--- config.mk ---
export PLATFORM = sky130hd
export DESIGN_NAME = rr_packet_arbiter
export DESIGN_NICKNAME = d
export VERILOG_FILES = /design/src/rtl/beezip_stream_pkg.sv /design/src/rtl/arb_out_fifo2.sv /design/src/rtl/rr_packet_arbiter.sv
export SDC_FILE = /design/constraint.sdc
export NUM_CORES = 1
export LEC_CHECK = 0
export CAP_MARGIN = 20
export CORE_ASPECT_RATIO = 1.5
export CORE_UTILIZATION = 51
export CTS_CLUSTER_SIZE = 40
export DETAILED_ROUTE_END_ITERATION = 10
export PLACE_DENSITY = 0.92
export SLEW_MARGIN = 30
export SYNTH_ARGS = -nofsm -noshare
export SYNTH_HDL_FRONTEND = slang
export SYNTH_SLANG_ARGS = --single-unit
--- constraint.sdc ---
create_clock -name clk -period 3.6 [get_ports clk]
set_input_delay 0.36 -clock clk [delete_from_list [all_inputs] [get_ports clk]]
set_output_delay 0.36 -clock clk [all_outputs]
set_load 0.02 [all_outputs]
--- src/rtl/beezip_stream_pkg.sv ---
// Shared types for the packet arbiter and its output buffer.
package beezip_stream_pkg;

  typedef enum logic {
    IDLE   = 1'b0,
    LOCKED = 1'b1
  } arb_state_e;

  localparam int ARB_FIFO_DEPTH = 2;

endpackage

--- src/rtl/arb_out_fifo2.sv ---
// Two-entry output buffer; "space" comes straight from the occupancy register so the
// upstream ready never depends on out_ready in the same cycle.
module arb_out_fifo2
  import beezip_stream_pkg::*;
#(
  parameter int DW = 8
) (
  input  logic          clk,
  input  logic          rst,
  input  logic          in_valid,
  output logic          space,
  input  logic [DW-1:0] in_data,
  output logic          out_valid,
  input  logic          out_ready,
  output logic [DW-1:0] out_data
);

  logic [DW-1:0] mem_q [2];
  logic          wr_ptr_q;
  logic          rd_ptr_q;
  logic [1:0]    count_q, count_d;
  logic          push;
  logic          pop;

  assign space     = (count_q != 2'(ARB_FIFO_DEPTH));
  assign out_valid = (count_q != 2'd0);
  assign out_data  = mem_q[rd_ptr_q];
  assign push      = in_valid && space;
  assign pop       = out_valid && out_ready;

  always_comb begin
    count_d = count_q;
    case ({push, pop})
      2'b10:   count_d = count_q + 2'd1;
      2'b01:   count_d = count_q - 2'd1;
      default: count_d = count_q;
    endcase
  end

  // Storage is cleared too, so the head reads zero straight out of reset.
  always_ff @(posedge clk or posedge rst) begin
    if (rst) begin
      mem_q[0] <= '0;
      mem_q[1] <= '0;
      wr_ptr_q <= 1'b0;
      rd_ptr_q <= 1'b0;
      count_q  <= 2'd0;
    end else begin
      if (push) begin
        mem_q[wr_ptr_q] <= in_data;
        wr_ptr_q        <= !wr_ptr_q;
      end
      if (pop) begin
        rd_ptr_q <= !rd_ptr_q;
      end
      count_q <= count_d;
    end
  end

endmodule

--- src/rtl/rr_packet_arbiter.sv ---
// Packet-atomic round-robin arbiter: N valid/ready requesters share one buffered
// output stream; a winner keeps the grant until its last beat is accepted.
module rr_packet_arbiter
  import beezip_stream_pkg::*;
#(
  parameter  int N  = 4,
  parameter  int W  = 8,
  localparam int SW = $clog2(N)
) (
  input  logic           clk,
  input  logic           rst,
  input  logic [N-1:0]   in_valid,
  output logic [N-1:0]   in_ready,
  input  logic [N*W-1:0] in_payload,
  input  logic [N-1:0]   in_last,
  output logic           out_valid,
  input  logic           out_ready,
  output logic [W-1:0]   out_payload,
  output logic           out_last,
  output logic [SW-1:0]  out_src
);

  typedef struct packed {
    logic [W-1:0]  payload;
    logic          last;
    logic [SW-1:0] src;
  } beat_t;

  arb_state_e    state_q, state_d;
  logic [SW-1:0] rr_ptr_q, rr_ptr_d;
  logic [SW-1:0] owner_q, owner_d;
  logic [N-1:0]  rot_valid;
  logic [SW-1:0] first_off;
  logic [SW-1:0] scan_idx;
  logic [SW-1:0] grant_idx;
  logic          grant_active;
  logic          space;
  logic          push;
  logic [W-1:0]  pay_arr [N];
  beat_t         push_beat;
  beat_t         head_beat;

  // Index arithmetic modulo N; both operands are below N so one wrap suffices.
  function automatic logic [SW-1:0] wrap_add(input logic [SW-1:0] base, input int unsigned off);
    int unsigned sum;
    sum = 32'(base) + off;
    if (sum >= unsigned'(N)) sum = sum - unsigned'(N);
    return SW'(sum);
  endfunction

  for (genvar gi = 0; gi < N; gi++) begin : g_pay
    assign pay_arr[gi] = in_payload[gi*W +: W];
  end

  // Rotate so rr_ptr sits at offset 0, find the lowest set offset, rotate back.
  always_comb begin
    rot_valid = '0;
    for (int k = 0; k < N; k++) begin
      rot_valid[k] = in_valid[wrap_add(rr_ptr_q, unsigned'(k))];
    end
  end

  always_comb begin
    first_off = '0;
    for (int k = N - 1; k >= 0; k--) begin
      if (rot_valid[k]) first_off = SW'(k);
    end
  end

  assign scan_idx = wrap_add(rr_ptr_q, 32'(first_off));

  always_comb begin
    state_d      = state_q;
    rr_ptr_d     = rr_ptr_q;
    owner_d      = owner_q;
    grant_idx    = scan_idx;
    grant_active = |in_valid;
    if (state_q == LOCKED) begin
      grant_idx    = owner_q;
      grant_active = 1'b1;
    end
    push = grant_active && space && in_valid[grant_idx] && !rst;
    if (push) begin
      case (state_q)
        IDLE: begin
          rr_ptr_d = wrap_add(grant_idx, 32'd1);
          if (!in_last[grant_idx]) begin
            owner_d = grant_idx;
            state_d = LOCKED;
          end
        end
        LOCKED: begin
          if (in_last[owner_q]) state_d = IDLE;
        end
        default: state_d = IDLE;
      endcase
    end
  end

  always_comb begin
    in_ready = '0;
    if (grant_active && space && !rst) in_ready[grant_idx] = 1'b1;
  end

  always_ff @(posedge clk or posedge rst) begin
    if (rst) begin
      state_q  <= IDLE;
      rr_ptr_q <= '0;
      owner_q  <= '0;
    end else begin
      state_q  <= state_d;
      rr_ptr_q <= rr_ptr_d;
      owner_q  <= owner_d;
    end
  end

  assign push_beat = '{payload: pay_arr[grant_idx], last: in_last[grant_idx], src: grant_idx};

  arb_out_fifo2 #(
    .DW($bits(beat_t))
  ) u_fifo (
    .clk      (clk),
    .rst      (rst),
    .in_valid (push),
    .space    (space),
    .in_data  (push_beat),
    .out_valid(out_valid),
    .out_ready(out_ready),
    .out_data (head_beat)
  );

  assign out_payload = head_beat.payload;
  assign out_last    = head_beat.last;
  assign out_src     = head_beat.src;

endmodule
Word-level counts from Yosys, hierarchy flattened
Cells that the tools add are included.
{ "totals": {"reg_bits": 31, "inputBits": 43, "output_inout_bits": 16, "word_cells": 104} }
{ "op_classes": {"n_addsub": 13, "order_cmp": 17, "eq_ne": 3, "mux": 42, "bitwise": 5, "reduce_logical": 16} }
{ "op_table": {"columns": ["op", "count"], "rows": [
  ["11-bit two-way mux", 4],
  ["22-bit bitwise mux", 1],
  ["2-bit two-way mux", 11],
  ["3-bit greater-or-equal comparator (second input constant)", 6],
  ["2-bit by 3-bit less-than comparator with 1-bit output (second input constant)", 6],
  ["8-bit binary-select mux with 2-bit select", 1],
  ["8-bit two-way mux", 2],
  ["1-bit binary-select mux with 2-bit select", 7],
  ["2-bit by 1-bit subtractor with 2-bit output (second input constant)", 7],
  ["11-bit demux with 1-bit select", 1],
  ["1-bit two-way mux", 11],
  ["1-bit logical AND", 8],
  ["2-bit by 1-bit adder with 3-bit output (second input constant)", 2],
  ["2-bit by 2-bit adder with 3-bit output (second input constant)", 2],
  ["2-bit greater-or-equal comparator (second input constant)", 2],
  ["4-bit two-way mux", 1],
  ["1-bit NOT with 2-bit output", 2],
  ["2-bit case mux with 2 select lines", 1],
  ["2-bit nonzero test", 2],
  ["4-bit OR reduction", 1],
  ["2-bit by 2-bit adder with 3-bit output", 1],
  ["2-bit by 3-bit greater-or-equal comparator with 1-bit output (second input constant)", 1],
  ["1-bit logical NOT", 3],
  ["2-bit NOT with 3-bit output", 1],
  ["11 further kinds", 12]
]} }

Logic depth before layout (Yosys ltp)
{ "logic_depth": {"ltp_word": 20, "ltp_mapped": 17, "mapped_depth_nobuf": 16} }

By module
A second synthesis with hierarchy kept.
{ "unflattened": {"cells_unflattened": 203, "hier_area_um2": 2252.2} }
{ "by_module_without_submodules": {"columns": ["mod", "n_inst", "cells_per_inst", "area_per_inst_um2", "seq_area_each_um2"], "rows": [
  ["arb_out_fifo2", 1, 76, 1221.2, 650.6],
  ["rr_packet_arbiter", 1, 127, 1031.0, 125.1]
]} }

Worst setup path after synthesis
No wires, ideal clock.
{ "synth_path": {"path_kind": "input to register", "start": "in in_valid[2]", "end": "reg u_fifo.mem_q[15] (netlist name)", "setup_time_ns": 0.125, "arrival_time_ns": 2.893, "required_ns": 3.475, "path_slack_ns": 0.582, "path_stages": 13, "path_buffers": 1, "path_cell_list": "buf_2 -> nand2_1 -> a21oi_1 -> nor2_1 -> a211oi_1 -> a21oi_1 -> ha_1 -> nor2b_1 -> a21o_1 -> inv_1 -> mux4_2 -> mux2_2 -> mux2_2"} }
{ "synth_between": {"elab_chain_cells": 15, "elab_cells_between_ends": 30} }
{ "synth_lines": {"columns": ["element", "line", "source"], "rows": [
  ["from (decl)", "rr_packet_arbiter.sv:12", "input logic [N-1:0] in_valid,"],
  ["1-bit binary-select mux with 2-bit select", "rr_packet_arbiter.sv:59", "rot_valid[k] = in_valid[wrap_add(rr_ptr_q, unsigned'(k))];"],
  ["1-bit two-way mux (not written as such)", "rr_packet_arbiter.sv:59", null],
  ["2-bit two-way mux (3 in a row)", "rr_packet_arbiter.sv:66", "if (rot_valid[k]) first_off = SW'(k);"],
  ["2-bit two-way mux *", "rr_packet_arbiter.sv:66", null],
  ["2-bit by 2-bit adder with 3-bit output *", "rr_packet_arbiter.sv:46", "sum = 32'(base) + off;"],
  ["3-bit greater-or-equal comparator or 2-bit by 1-bit subtractor with 2-bit output (tied branches)", "rr_packet_arbiter.sv:47", "if (sum >= unsigned'(N)) sum = sum - unsigned'(N);"],
  ["2-bit two-way mux *", "rr_packet_arbiter.sv:47", null],
  ["2-bit two-way mux *", "rr_packet_arbiter.sv:78", "if (state_q == LOCKED) begin"],
  ["net grant_idx[0]", "rr_packet_arbiter.sv:35", "logic [SW-1:0] grant_idx;"],
  ["2-bit NOT with 3-bit output (not written as such) or 1-bit binary-select mux with 2-bit select (tied branches)", "rr_packet_arbiter.sv:117, rr_packet_arbiter.sv:82", null],
  ["8-bit binary-select mux with 2-bit select or 1-bit two-way mux (tied branches)", "rr_packet_arbiter.sv:117, rr_packet_arbiter.sv:82", null],
  ["8-bit two-way mux (not written as such) or 1-bit logical AND (tied branches) (2 in a row)", "rr_packet_arbiter.sv:117, rr_packet_arbiter.sv:82", null],
  ["22-bit bitwise mux or 1-bit logical AND (tied branches)", "arb_out_fifo2.sv:50, arb_out_fifo2.sv:28", null],
  ["to (signal, indexed assignment)", "arb_out_fifo2.sv:50", "mem_q[wr_ptr_q] <= in_data;"],
  ["to (decl)", "arb_out_fifo2.sv:18", "logic [DW-1:0] mem_q [2];"]
]} }
The timed path passes the listed nets; every way through them passes the cells marked *. The select of a mux whose other input is x is not followed.
A chain may end at the register's enable or synchronous reset.

Final worst setup path
{ "layout_path": {"start": "in in_valid[1]", "end": "out in_ready[0]"} }
{ "layout_between": {"elab_chain_cells": 15, "elab_cells_between_ends": 27} }
{ "layout_lines": {"columns": ["element", "line", "source"], "rows": [
  ["1-bit binary-select mux with 2-bit select", "rr_packet_arbiter.sv:59", null],
  ["1-bit two-way mux (not written as such)", "rr_packet_arbiter.sv:59", null],
  ["2-bit two-way mux (4 in a row)", "rr_packet_arbiter.sv:66", null],
  ["2-bit by 2-bit adder with 3-bit output", "rr_packet_arbiter.sv:46", null],
  ["3-bit greater-or-equal comparator or 2-bit by 1-bit subtractor with 2-bit output (tied branches)", "rr_packet_arbiter.sv:47", null],
  ["2-bit two-way mux", "rr_packet_arbiter.sv:47", null],
  ["2-bit two-way mux", "rr_packet_arbiter.sv:78", null],
  ["2-bit by 3-bit less-than comparator with 1-bit output (not written as such) or 2-bit by 1-bit greater-or-equal comparator with 1-bit output (tied branches)", "rr_packet_arbiter.sv:102", "if (grant_active && space && !rst) in_ready[grant_idx] = 1'b1;"],
  ["1-bit logical AND (not written as such)", "rr_packet_arbiter.sv:102", null],
  ["1-bit two-way mux (not written as such)", "rr_packet_arbiter.sv:102", null],
  ["1-bit demux with 2-bit select", "rr_packet_arbiter.sv:102", null],
  ["4-bit two-way mux *", "rr_packet_arbiter.sv:102", null],
  ["to (decl)", "rr_packet_arbiter.sv:13", "output logic [N-1:0] in_ready,"]
]} }
Mark *: on every way between the ends. The rest lies on a longest branch, timed or not. The select of a mux whose other input is x is not followed.

==> results.cfg <==
[run_status]
status = complete, no violations

[power_and_ir_drop]
pwr-share-seq_pct = 21.0
pwr-share-clk_pct = 9.0
sw_frac_of_total_pct = 44.2
leakage_nw = 1.41
comb_power_share_pct = 70.1
p_int_mw = 1.85
power_mw = 3.32
ir_worst_vdd_uv = 602
p_switching_mw = 1.47
power_per_cell_area_nw_per_um2 = 985

[worst_setup_path]
worstPathArrival_ns = 3.09
critPathKind = input port to primary output
cp.required_ns = 3.24
start_kind = input port
cp_slowest_cell = clkdlybuf4s50_1
path_cells = clkdlybuf4s50_1 > nor2_1 > a21oi_1 > nor2_1 > a21oi_1 > a21oi_1 > ha_2 > xnor2_4 > nand2b_1 > a221oi_2 > a221o_1 > buf_4 > buf_4 > ha_1 > and2_1 > dlygate4sd2_1
max_stage_delay_ns = 0.58
cp_common_cell = a21oi_1
crit_fanout = 5
cp-end-kind = primary output

[cells_and_area]
fin_cells = 373
diodes = 0
drive_gt1_share_pct = 26.5
fin_nets = 357
syn_to_final_growth_pct = 34.9
n_fill_cell = 306
final_util_pct = 73.0

[clocking]
clk_path_buf_depth = 2
cts-root-buf = clkbuf_8
clock-sinks = 31
clkLatencyLatePin_ns = 0.28
cts-buffers-inserted = 5
clk_pin_slew_ns = 0.06
htreeDepth = 2
tritoncts = yes

[global_route]
grt_first_pass_wirelength_mm = 10.6
grt_max_degree = 32
first_global_vias = 2328
antenna_found_initial = 0
grt_usage_pct = 27.6
overflow = 0

[die]
die_area_um2 = 5190
start_util_pct = 54.1
rows = 30
die_w_um = 59.2
coreArea_um2 = 4620
die_h_um = 87.7
io_pins = 59

[logic_synthesis]
ys_ff_latch = 31
synth_common_cells = dfrtp_1 (31), mux2_2 (23), nand2_1 (21)
synth_ff_type = dfrtp_1
syn-mean-instance-area_um2 = 10.6
yosysTopAreaCell = dfrtp_1
synth_top_area_share_pct = 31.0
synthTopCellsByArea = dfrtp_1 (31%), mux2_2 (10%), mux4_2 (9.9%)
yosysMostFrequentCell = dfrtp_1
synthArstFlopShare_pct = 100
synth-edff-count = 0
ys_seq_area_share_pct = 31.0
syn_inst = 236
mappedNetlistNets = 285
yosysWarnings = 0
syn-cell-area_um2 = 2500
synth_cell_types = 43

[worst_hold_path]
hold_path_class = input port to async pin

[sta]
setup_viol = 0
skew_ns = 0.00696
fmax_mhz = 290
slew-limit-headroom_pct = 48.8
period_share_pct = 95.9
setup_total_negative_slack_ns = 0
worstMarginPinSlew_ns = 0.768
min_period_ns = 3.45
hold_viol = 0
drv_slew = 0

[place]
port_buffers = 58
place_congestion = 0.847
hpwl_mm = 4.89
dp.cells = 361

[detailed_routing]
routed_via_density = 6.29
wire_per_inst_um = 18.1
drtIter0Drc = 175
drc_errors = 0
antenna_left = 0
drt-total-wl_mm = 6.76
dr.pass1.iters = 4
vias = 2345

[flow_run]
cap_viol_max_count = 0
placed cells by master, fill, tap and decap left out, drive strengths merged, types with 2 or more instances in the layout:
cell type | Yosys | routed
clkdlybuf4s50 | 0 | 53
mux2 | 35 | 35
dfrtp | 31 | 31
buf | 9 | 22
nand2 | 21 | 21
mux4 | 11 | 11
nor2 | 11 | 11
and3 | 9 | 9
and2 | 8 | 8
nor3 | 8 | 8
a22oi | 8 | 8
o21ai | 7 | 7
a32oi | 7 | 7
a31oi | 7 | 7
o2111ai | 7 | 7
clkbuf | 6 | 7
ha | 6 | 6
xnor2 | 6 | 6
inv | 5 | 5
a21oi | 5 | 5
nand2b | 4 | 4
dlygate4sd2 | 0 | 4
nor2b | 4 | 4
nand3 | 3 | 3
a21o | 2 | 2
o32ai | 2 | 2
xor2 | 2 | 2
nand4 | 2 | 2
nand3b | 2 | 2
mux2i | 2 | 2
power groups by stage:
stage          combinational, mW  sequential, mW  clock, mW
3_3_place_gp                2.15           0.678          0
5_1_grt                     2.49           0.718      0.325
3_5_place_dp                2.22           0.693          0
4_1_cts                     2.27           0.688      0.308
2_1_floorplan               1.59           0.605          0
6_report                    2.33           0.696      0.298
metal layers:
metal / global-route usage, % / vias up / part of all wire (%)
met1: 33.3 / 1128 / 38
met2: 46.2 / 134 / 52
met4: 16.9 / 0 / 4.5
met5: 0 / - / 0
met3: 3.40 / 34 / 5.5
li1: - / 1049 / -
cells by family after synthesis:
logic type | count (synthesis) | synth area share [%]
AO/OA/AOI/OAI | 50 | 15.7
XOR/XNOR | 8 | 4.31
adder cells (fa/ha/maj) | 6 | 3.00
buffers and inverters | 20 | 3.71
flip-flops | 31 | 31.0
multiplexers | 48 | 26.9
AND/OR/NAND/NOR | 73 | 15.3
state kept, by name, summed over array words and instances (netlist names):
name             count
rr_ptr_q             2
state_q              1
u_fifo.wr_ptr_q      1
u_fifo.mem_q        22
owner_q              2
u_fifo.rd_ptr_q      1
u_fifo.count_q       2
worst paths after layout:
path                            startpoint                end  slack (ns)  depth (start not counted)
min reg2reg                u_fifo.mem_q[1]    u_fifo.mem_q[1]        0.48                          2
max reg2reg                    rr_ptr_q[1]  u_fifo.count_q[1]        0.48                         15
max                            in_valid[1]        in_ready[0]        0.15                         16
min                                    rst  u_fifo.count_q[1]        0.48                          3
max in group asynchronous              rst    u_fifo.mem_q[6]        2.83                          3
min in group clk           u_fifo.mem_q[1]    u_fifo.mem_q[1]        0.48                          2
worst max-delay path: cells and delay by family:
kind | cells | cell delay (ns)
compound gates | 5 | 0.67
buf+inv | 4 | 1.17
xor+xnor | 1 | 0.14
simple gates | 4 | 0.34
fa+ha+maj | 2 | 0.41
cell type report:
type | count | area [um2] | area share (%)
flip-flops and latches | 31 | 776 | 23.0
multi-input cells | 185 | 1650 | 48.9
repair buffers | 80 | 743 | 22.0
clock inverters | 1 | 7.51 | 0.223
inverters | 5 | 18.8 | 0.557
clock buffers | 7 | 96.3 | 2.86
well taps | 64 | 80.1 | 2.38
repair_timing:
| item | in CTS | in global routing |
|---|---|---|
| resized for setup | 4 | 6 |
| setup buffers | 2 | 2 |
| setup endpoints to repair | 4 | 3 |
| gates cloned | 0 | 0 |
| hold buffers | 0 | 0 |
metrics by stage:
stage,setup slack [ns],instance area [um2],hold slack [ns]
global placement,-0.0493,3220,0.458
detailed placement,-0.124,3220,0.470
global route,-0.0242,3370,0.513
finish,0.149,3370,0.478
CTS,0.0118,3330,0.478
floorplan,0.582,2500,0.444
No activity file was read; power rests on OpenSTA's default activity.
